[config.mk]
export PLATFORM = sky130hd
export DESIGN_NAME = au_add_cz_serial
export DESIGN_NICKNAME = d
export VERILOG_FILES = /design/src/rtl/au_pkg.sv /design/src/rtl/au_add_cz_digit.sv /design/src/rtl/au_add_cz_serial.sv
export SDC_FILE = /design/constraint.sdc
export NUM_CORES = 1
export LEC_CHECK = 0
export CAP_MARGIN = 20
export CORE_MARGIN = 2
export CORE_UTILIZATION = 53
export DETAILED_ROUTE_END_ITERATION = 8
export PLACE_DENSITY = 0.9
export SYNTH_ARGS = -nofsm -noshare
export SYNTH_HDL_FRONTEND = slang
export SYNTH_SLANG_ARGS = --single-unit
[constraint.sdc]
create_clock -name clk -period 5.75 [get_ports clk]
set_clock_uncertainty 0.1 [all_clocks]
set_input_delay 0.575 -clock clk [delete_from_list [all_inputs] [get_ports clk]]
set_output_delay 0.575 -clock clk [all_outputs]
set_load 0.005 [all_outputs]
[src/rtl/au_pkg.sv]
// Shared types and sizing helpers for the arithmetic-unit library.
package au_pkg;

  typedef enum logic [1:0] {
    IDLE = 2'd0,
    CALC = 2'd1,
    DONE = 2'd2
  } au_state_e;

  // Number of digit steps for a word, guarded against a zero digit so a bad
  // parameter reaches the legality check instead of failing on a divide.
  function automatic int unsigned ncyc_f(input int unsigned width, input int unsigned digit);
    return (digit == 0) ? 1 : (width + digit - 1) / digit;
  endfunction

  function automatic int unsigned cnt_w_f(input int unsigned ncyc);
    return (ncyc <= 1) ? 1 : $clog2(ncyc);
  endfunction

endpackage

[src/rtl/au_add_cz_digit.sv]
// Combinational DIGIT-bit ripple slice; exposes the carry out of every bit
// so the parent can pick the carry at a partial-digit boundary.
module au_add_cz_digit #(
  parameter int unsigned DIGIT = 2
) (
  input  logic [DIGIT-1:0] x,
  input  logic [DIGIT-1:0] y,
  input  logic             cin,
  output logic [DIGIT-1:0] sum,
  output logic [DIGIT-1:0] carry
);

  always_comb begin
    logic c;
    c     = cin;
    sum   = '0;
    carry = '0;
    for (int i = 0; i < DIGIT; i++) begin
      sum[i]   = x[i] ^ y[i] ^ c;
      carry[i] = (x[i] & y[i]) | (c & (x[i] ^ y[i]));
      c        = carry[i];
    end
  end

endmodule

[src/rtl/au_add_cz_serial.sv]
// Digit-serial adder: s/co = a + b + ci, DIGIT bits per clock, with zero flag
// and valid/ready handshakes on both sides.
module au_add_cz_serial
  import au_pkg::*;
#(
  parameter int unsigned WIDTH = 8,
  parameter int unsigned DIGIT = 2
) (
  input  logic             clk,
  input  logic             rst_n,
  input  logic             in_valid,
  output logic             in_ready,
  input  logic [WIDTH-1:0] a,
  input  logic [WIDTH-1:0] b,
  input  logic             ci,
  output logic             out_valid,
  input  logic             out_ready,
  output logic [WIDTH-1:0] s,
  output logic             co,
  output logic             z
);

  localparam int unsigned NCYC    = ncyc_f(WIDTH, DIGIT);
  localparam int unsigned EW      = NCYC * DIGIT;
  localparam int unsigned CW      = cnt_w_f(NCYC);
  localparam int unsigned LASTPOS = (DIGIT == 0) ? 0 : (WIDTH - 1) % DIGIT;
  localparam logic [CW-1:0] LAST_CNT = CW'(NCYC - 1);

  generate
    if (WIDTH < 1 || DIGIT < 1 || DIGIT > WIDTH) begin : g_bad_param
      $fatal(1, "au_add_cz_serial: illegal WIDTH=%0d DIGIT=%0d", WIDTH, DIGIT);
    end
  endgenerate

  au_state_e        state_q, state_d;
  logic [WIDTH-1:0] a_q, a_d, b_q, b_d;
  logic [CW-1:0]    cnt_q, cnt_d;
  logic             carry_q, carry_d;
  logic [WIDTH-1:0] s_d;
  logic             co_d, z_d, out_valid_d;

  logic [31:0]      shamt;
  logic [DIGIT-1:0] dx, dy, dsum, dcarry;
  logic [EW-1:0]    s_ext;
  logic [WIDTH-1:0] s_calc;
  logic             cout_c, co_last_c;

  // Select the current digit of the zero-extended operands and merge its sum into s.
  always_comb begin
    shamt     = 32'(cnt_q) * 32'(DIGIT);
    dx        = DIGIT'(EW'(a_q) >> shamt);
    dy        = DIGIT'(EW'(b_q) >> shamt);
    s_ext     = (EW'(s) & ~(EW'({DIGIT{1'b1}}) << shamt)) | (EW'(dsum) << shamt);
    s_calc    = WIDTH'(s_ext);
    cout_c    = 1'(dcarry >> (DIGIT - 1));
    co_last_c = 1'(dcarry >> LASTPOS);
  end

  au_add_cz_digit #(.DIGIT(DIGIT)) u_digit (
    .x     (dx),
    .y     (dy),
    .cin   (carry_q),
    .sum   (dsum),
    .carry (dcarry)
  );

  always_ff @(posedge clk or negedge rst_n) begin
    if (!rst_n) state_q <= IDLE;
    else        state_q <= state_d;
  end

  always_comb begin
    state_d     = state_q;
    a_d         = a_q;
    b_d         = b_q;
    cnt_d       = cnt_q;
    carry_d     = carry_q;
    s_d         = s;
    co_d        = co;
    z_d         = z;
    out_valid_d = out_valid;
    in_ready    = 1'b0;
    unique case (state_q)
      IDLE: begin
        in_ready = 1'b1;
        if (in_valid) begin
          a_d     = a;
          b_d     = b;
          carry_d = ci;
          cnt_d   = '0;
          state_d = CALC;
        end
      end
      CALC: begin
        s_d     = s_calc;
        carry_d = cout_c;
        cnt_d   = cnt_q + CW'(1);
        if (cnt_q == LAST_CNT) begin
          co_d        = co_last_c;
          z_d         = ~(co_last_c | (|s_calc));
          out_valid_d = 1'b1;
          state_d     = DONE;
        end
      end
      DONE: begin
        // Combinational pass-through lets a new operand pair enter as the result leaves.
        in_ready = out_ready;
        if (out_ready) begin
          out_valid_d = 1'b0;
          if (in_valid) begin
            a_d     = a;
            b_d     = b;
            carry_d = ci;
            cnt_d   = '0;
            state_d = CALC;
          end else begin
            state_d = IDLE;
          end
        end
      end
      default: state_d = IDLE;
    endcase
  end

  always_ff @(posedge clk or negedge rst_n) begin
    if (!rst_n) begin
      a_q       <= '0;
      b_q       <= '0;
      cnt_q     <= '0;
      carry_q   <= 1'b0;
      s         <= '0;
      co        <= 1'b0;
      z         <= 1'b0;
      out_valid <= 1'b0;
    end else begin
      a_q       <= a_d;
      b_q       <= b_d;
      cnt_q     <= cnt_d;
      carry_q   <= carry_d;
      s         <= s_d;
      co        <= co_d;
      z         <= z_d;
      out_valid <= out_valid_d;
    end
  end

endmodule

# Word level (Yosys, flattened, before mapping)
# Index checks and enable logic that the tools add are counted.
[op_classes]
n_addsub = 1
eq_ne = 6
shift = 4
mux = 21
bitwise = 15
reduce_logical = 10
[op_table]
columns = ["operator", "count"]
rows = [
  ["8-bit two-way mux", 4],
  ["8-bit one-hot mux with 2 select lines", 2],
  ["8-bit by 3-bit >> shifter with 2-bit output", 2],
  ["2-bit one-hot mux with 3 select lines", 2],
  ["2-bit two-way mux", 5],
  ["8-bit bitwise AND", 1],
  ["8-bit inverter", 1],
  ["8-bit bitwise OR", 1],
  ["8-bit OR reduction", 1],
  ["2-bit by 3-bit << shifter with 8-bit output", 1],
  ["2-bit by 3-bit << shifter with 8-bit output (first input constant)", 1],
  ["2-bit != test (second input constant)", 3],
  ["2-bit AND reduction", 3],
  ["3-bit AND reduction", 2],
  ["1-bit two-way mux", 5],
  ["1-bit bitwise AND", 4],
  ["2-bit equality test (second input constant)", 2],
  ["1-bit one-hot mux with 2 select lines", 2],
  ["2-bit nonzero test", 2],
  ["1-bit bitwise XOR", 4],
  ["1-bit bitwise OR", 3],
  ["1-bit one-hot mux with 3 select lines", 1],
  ["3-bit nonzero test", 1],
  ["2-bit by 1-bit adder with 2-bit output (second input constant)", 1],
  ["3 further kinds", 3],
]
[totals]
ff_bits = 32
inputBits = 21
out_inout_bits = 12
elab_cells = 66

# Depth between registers and ports, before layout
[logic_depth]
depth_word = 10
mapped_depth = 8
ltp_nobuf = 7

# Modules after synthesis
# From an unflattened synthesis, not the netlist that was laid out.
[unflattened]
hier_cells = 105
hier_area_um2 = 1487.7
[by_module_without_submodules]
columns = ["mod", "n_inst", "cells_each", "area_per_inst_um2", "seq_area_each_um2"]
rows = [
  ["au_add_cz_serial", 1, 103, 1447.6, 800.8],
  ["au_add_cz_digit", 1, 2, 40.0, 0.0],
]

# Worst setup path before layout
# Ideal clock, no wire load.
[synth_path]
path_kind = "reg-to-reg"
startpoint = "register cnt_q[0]"
endpoint = "register z"
setup_ns = 0.095
arrival_time_ns = 2.701
t_required_ns = 5.555
slack_ns = 2.853
stages_incl_launch_ff = 9
path_buffers = 1
period_less_slack_ns = 2.897
path_cell_list = "dfrtp_1 > buf_2 > mux4_2 > fa_1 > fa_1 > nor2b_1 > a2111oi_0 > nand2_1 > o31ai_1"
[synth_via]
elab_chain_cells = 10
elab_cells_between_ends = 22
classes_between = "eq/ne (1); shift (4); bitwise (15); reduce/logical (2)"
[synth_rtl]
columns = ["item", "line", "text"]
rows = [
  ["from (decl)", "au_add_cz_serial.sv:37", "logic [CW-1:0] cnt_q, cnt_d;"],
  ["from (signal assigned)", "au_add_cz_serial.sv:138", "cnt_q <= cnt_d;"],
  ["8-bit by 3-bit >> shifter with 2-bit output, on equally long branches", "au_add_cz_serial.sv:51, au_add_cz_serial.sv:52", ""],
  ["1-bit bitwise XOR", "au_add_cz_digit.sv:19, au_add_cz_digit.sv:20", ""],
  ["1-bit bitwise AND", "au_add_cz_digit.sv:20", "carry[i] = (x[i] & y[i]) | (c & (x[i] ^ y[i]));"],
  ["1-bit bitwise OR", "au_add_cz_digit.sv:20", ""],
  ["1-bit bitwise XOR", "au_add_cz_digit.sv:19", "sum[i] = x[i] ^ y[i] ^ c;"],
  ["2-bit by 3-bit << shifter with 8-bit output", "au_add_cz_serial.sv:53", "s_ext = (EW'(s) & ~(EW'({DIGIT{1'b1}}) << shamt)) | (EW'(dsum) << shamt);"],
  ["8-bit bitwise OR", "au_add_cz_serial.sv:53", ""],
  ["8-bit OR reduction", "au_add_cz_serial.sv:100", "z_d = ~(co_last_c | (|s_calc));"],
  ["1-bit bitwise OR", "au_add_cz_serial.sv:100", ""],
  ["1-bit inverter", "au_add_cz_serial.sv:100", ""],
  ["to (signal assigned)", "au_add_cz_serial.sv:142", "z <= z_d;"],
  ["to (decl)", "au_add_cz_serial.sv:20", "output logic z"],
]
# Parallel ways exist; a longest one is shown, timed or not.
# A chain may end at the register's enable or synchronous reset.

# Worst setup path after layout
# Same ends and word-level chain as after synthesis.

==> run_results.csv <==
group,metric,value,unit
routing,dr.pass1.iters,4,
global_route,grt_pass1_vias,1112,
routing,viasPerCell,5.64,
synthesis,ys_ff_latch,32,
routing,wl,2710,um
floorplan,die_w,57.3,um
power,pwr-share-comb,0.493,
cells_and_area,final_layout_size_suffix_gt1_frac,0.119,
clock_network,hold_buffers,0,
floorplan,die_h,57.3,um
floorplan,die_area,0.00328,mm2
clock_network,cts_setup_buffers,0,
clock_network,cts.htree.levels,2,
synthesis,netlist_area,0.00151,mm2
routing,drc,0,
power,clockPowerShare,0.121,
global_route,overflow,0,
timing,setup_viol_count_final,0,
power,switching_share,0.374,
timing,fin_crit,3.15,ns
job,drv_cap,0,
place,place_area,0.00184,mm2
synthesis,synthesis.nets,142,
place,hpwl,2100,um
power,power.density,581,mW/mm2
clock_network,cts_resized,0,
critical_path,crit_arrival,3.30,ns
clock_network,clk_latency,0.33,ns
timing,slew_headroom,0.369,
cells_and_area,final_util,0.695,
critical_path,start_kind,"flip-flop",
routing,drt_iter0_drc,27,
timing,fmax,318,MHz
routing,drtAntennaViolNets,0,
routing,wl_per_cell,14.9,um
power,seqPwrFrac,0.387,
floorplan,start_util,0.551,
timing,rsz0062_at_grt,"no",
critical_path,cp.required,5.90,ns
timing,hold_violations,0,
clock_network,cts_root_buf,"clkbuf_4",
synthesis,syn_inst,115,
floorplan,placementRows,19,
clock_network,cts.sinks,32,
timing,tns,0,ns
place,io_buffers,32,
global_route,grt_util_all_layers,0.191,
timing,setup_ws,2.60,ns
synthesis,yosysSeqAreaShare,0.532,
global_route,grt_max_degree,33,
critical_path,critPathKind,"flip-flop to flip-flop",
place,pre_cts_ws,2.62,ns
routing,vias,1026,
clock_network,clk_pin_slew,0.10,ns
synthesis,ys_types,29,
timing,finalCritPeriodShare,0.548,
synthesis,synth_warnings,0,
hold_path,hp-class,"flip-flop to flip-flop",
clock_network,cts_buffers,5,
power,switchingPower,0.413,mW
cells_and_area,nets,177,
cells_and_area,antenna_cells,0,
synthesis,syn_area_per_cell,13.1,um2
clock_network,cts_tree,"yes",
critical_path,critical_path.max_fanout,14,
timing,worst_pin_slew,0.944,ns
power,p_int,0.691,mW
power,p_leak,0.829,nW
floorplan,io_pins,33,
power,peakVddDrop,0.000376,V
cells_and_area,area_growth,26.3,%
run_status,status,"finished clean",
floorplan,core,0.00273,mm2
place,place.gp.congestion,0.854,
clock_network,clockBufferDepth,2,
global_route,grt_pass1_wl,4670,um
critical_path,setup.worst_path.end_class,"flip-flop",
global_route,antenna_found_initial,0,
cells_and_area,final_cell_area,0.00190,mm2
timing,slew_violations,0,
-- cells in the mapped netlist, drive strengths merged --
master,instances,area (um2)
mux2,17,195
a21oi,4,20.0
ha,4,50.1
o211ai,1,12.5
nand2,13,56.3
fa,2,40.0
o31ai,3,22.5
mux2i,1,10.0
o21bai,1,7.51
a2111oi,1,8.76
buf,5,32.5
a32o,3,30.0
o221ai,1,8.76
nand3,2,10.0
nor2,4,15.0
inv,6,22.5
dfrtp,32,801
a2bb2oi,1,8.76
and2b,1,7.51
nor2b,2,12.5
o21ai,4,20.0
nand4,1,6.26
mux4,4,90.1
a22o,2,17.5
-- layout make-up --
class | count | area (um2)
tap | 31 | 38.8
inverter | 6 | 22.5
clock buffer | 6 | 51.3
clock inverter | 2 | 10.0
sequential | 32 | 801
multi-input combinational | 72 | 649
timing repair buffer | 33 | 328
fill | 217 | 833
-- layer usage --
layer / wire [um] / track usage
met5: 0 / 0
met4: 42 / 0.0797
met3: 157 / 0.0590
met2: 1440 / 0.343
met1: 1070 / 0.207
-- metrics by stage --
| step | power (mW) | instances | hold slack, ns |
|---|---|---|---|
| 2_1_floorplan | 0.808 | 115 | 0.179 |
| 3_3_place_gp | 0.949 | 174 | 0.364 |
| 3_5_place_dp | 0.984 | 174 | 0.374 |
| 4_1_cts | 1.12 | 182 | 0.397 |
| 5_1_grt | 1.20 | 182 | 0.418 |
| 6_report | 1.10 | 182 | 0.396 |
-- path summary, 6_finish.rpt --
path / from / to / slack [ns] / depth (start not counted)
max in group asynchronous: rst_n / state_q[0] / 4.74 / 2
worst min-delay path: b_q[4] / b_q[4] / 0.40 / 1
worst min register to register: b_q[4] / b_q[4] / 0.40 / 1
min in group asynchronous: rst_n / z / 0.52 / 2
worst max register to register: cnt_q[0] / z / 2.60 / 7
worst max-delay path: cnt_q[0] / z / 2.60 / 7
-- power by group through the flow --
stage	clock, mW	combinational [mW]	sequential [mW]
floorplan	0	0.413	0.394
global placement	0	0.521	0.428
detailed placement	0	0.550	0.433
CTS	0.137	0.551	0.429
global route	0.148	0.605	0.448
finish	0.133	0.544	0.427
-- flip-flops by register name, summed over array words and instances (netlist names) --
signal and count:
s 8, z 1, cnt_q 2, co 1, a_q 8, carry_q 1, b_q 8, state_q 2
out_valid 1
-- cell usage in the layout (no fill, tap or decap), drive strengths merged, types with 2 or more instances in the layout --
| master | count |
|---|---|
| a21oi | 4 |
| a22o | 2 |
| a32o | 3 |
| clkbuf | 6 |
| clkdlybuf4s50 | 32 |
| clkinv | 2 |
| dfrtp | 32 |
| fa | 2 |
| ha | 4 |
| inv | 6 |
| mux2 | 17 |
| mux4 | 4 |
| nand2 | 13 |
| nand3 | 2 |
| nor2 | 4 |
| nor2b | 2 |
| o21ai | 4 |
| o31ai | 3 |
-- worst max-delay path, stage by stage (launching register included) --
cell and delay (ns):
dfrtp_1 0.70, mux4_2 0.60, fa_1 0.42, fa_1 0.45
nor2b_1 0.17, a2111oi_0 0.31, nand2_1 0.09, o31ai_1 0.22
-- logic make-up after synthesis --
logic type	share of synthesized area
AOI/OAI and AO/OA	0.104
adders and majority gates	0.0599
buffers and inverters	0.0366
DFF	0.532
muxes	0.196
and+or+nand+nor	0.0715
No activity file was read; power rests on OpenSTA's default activity.
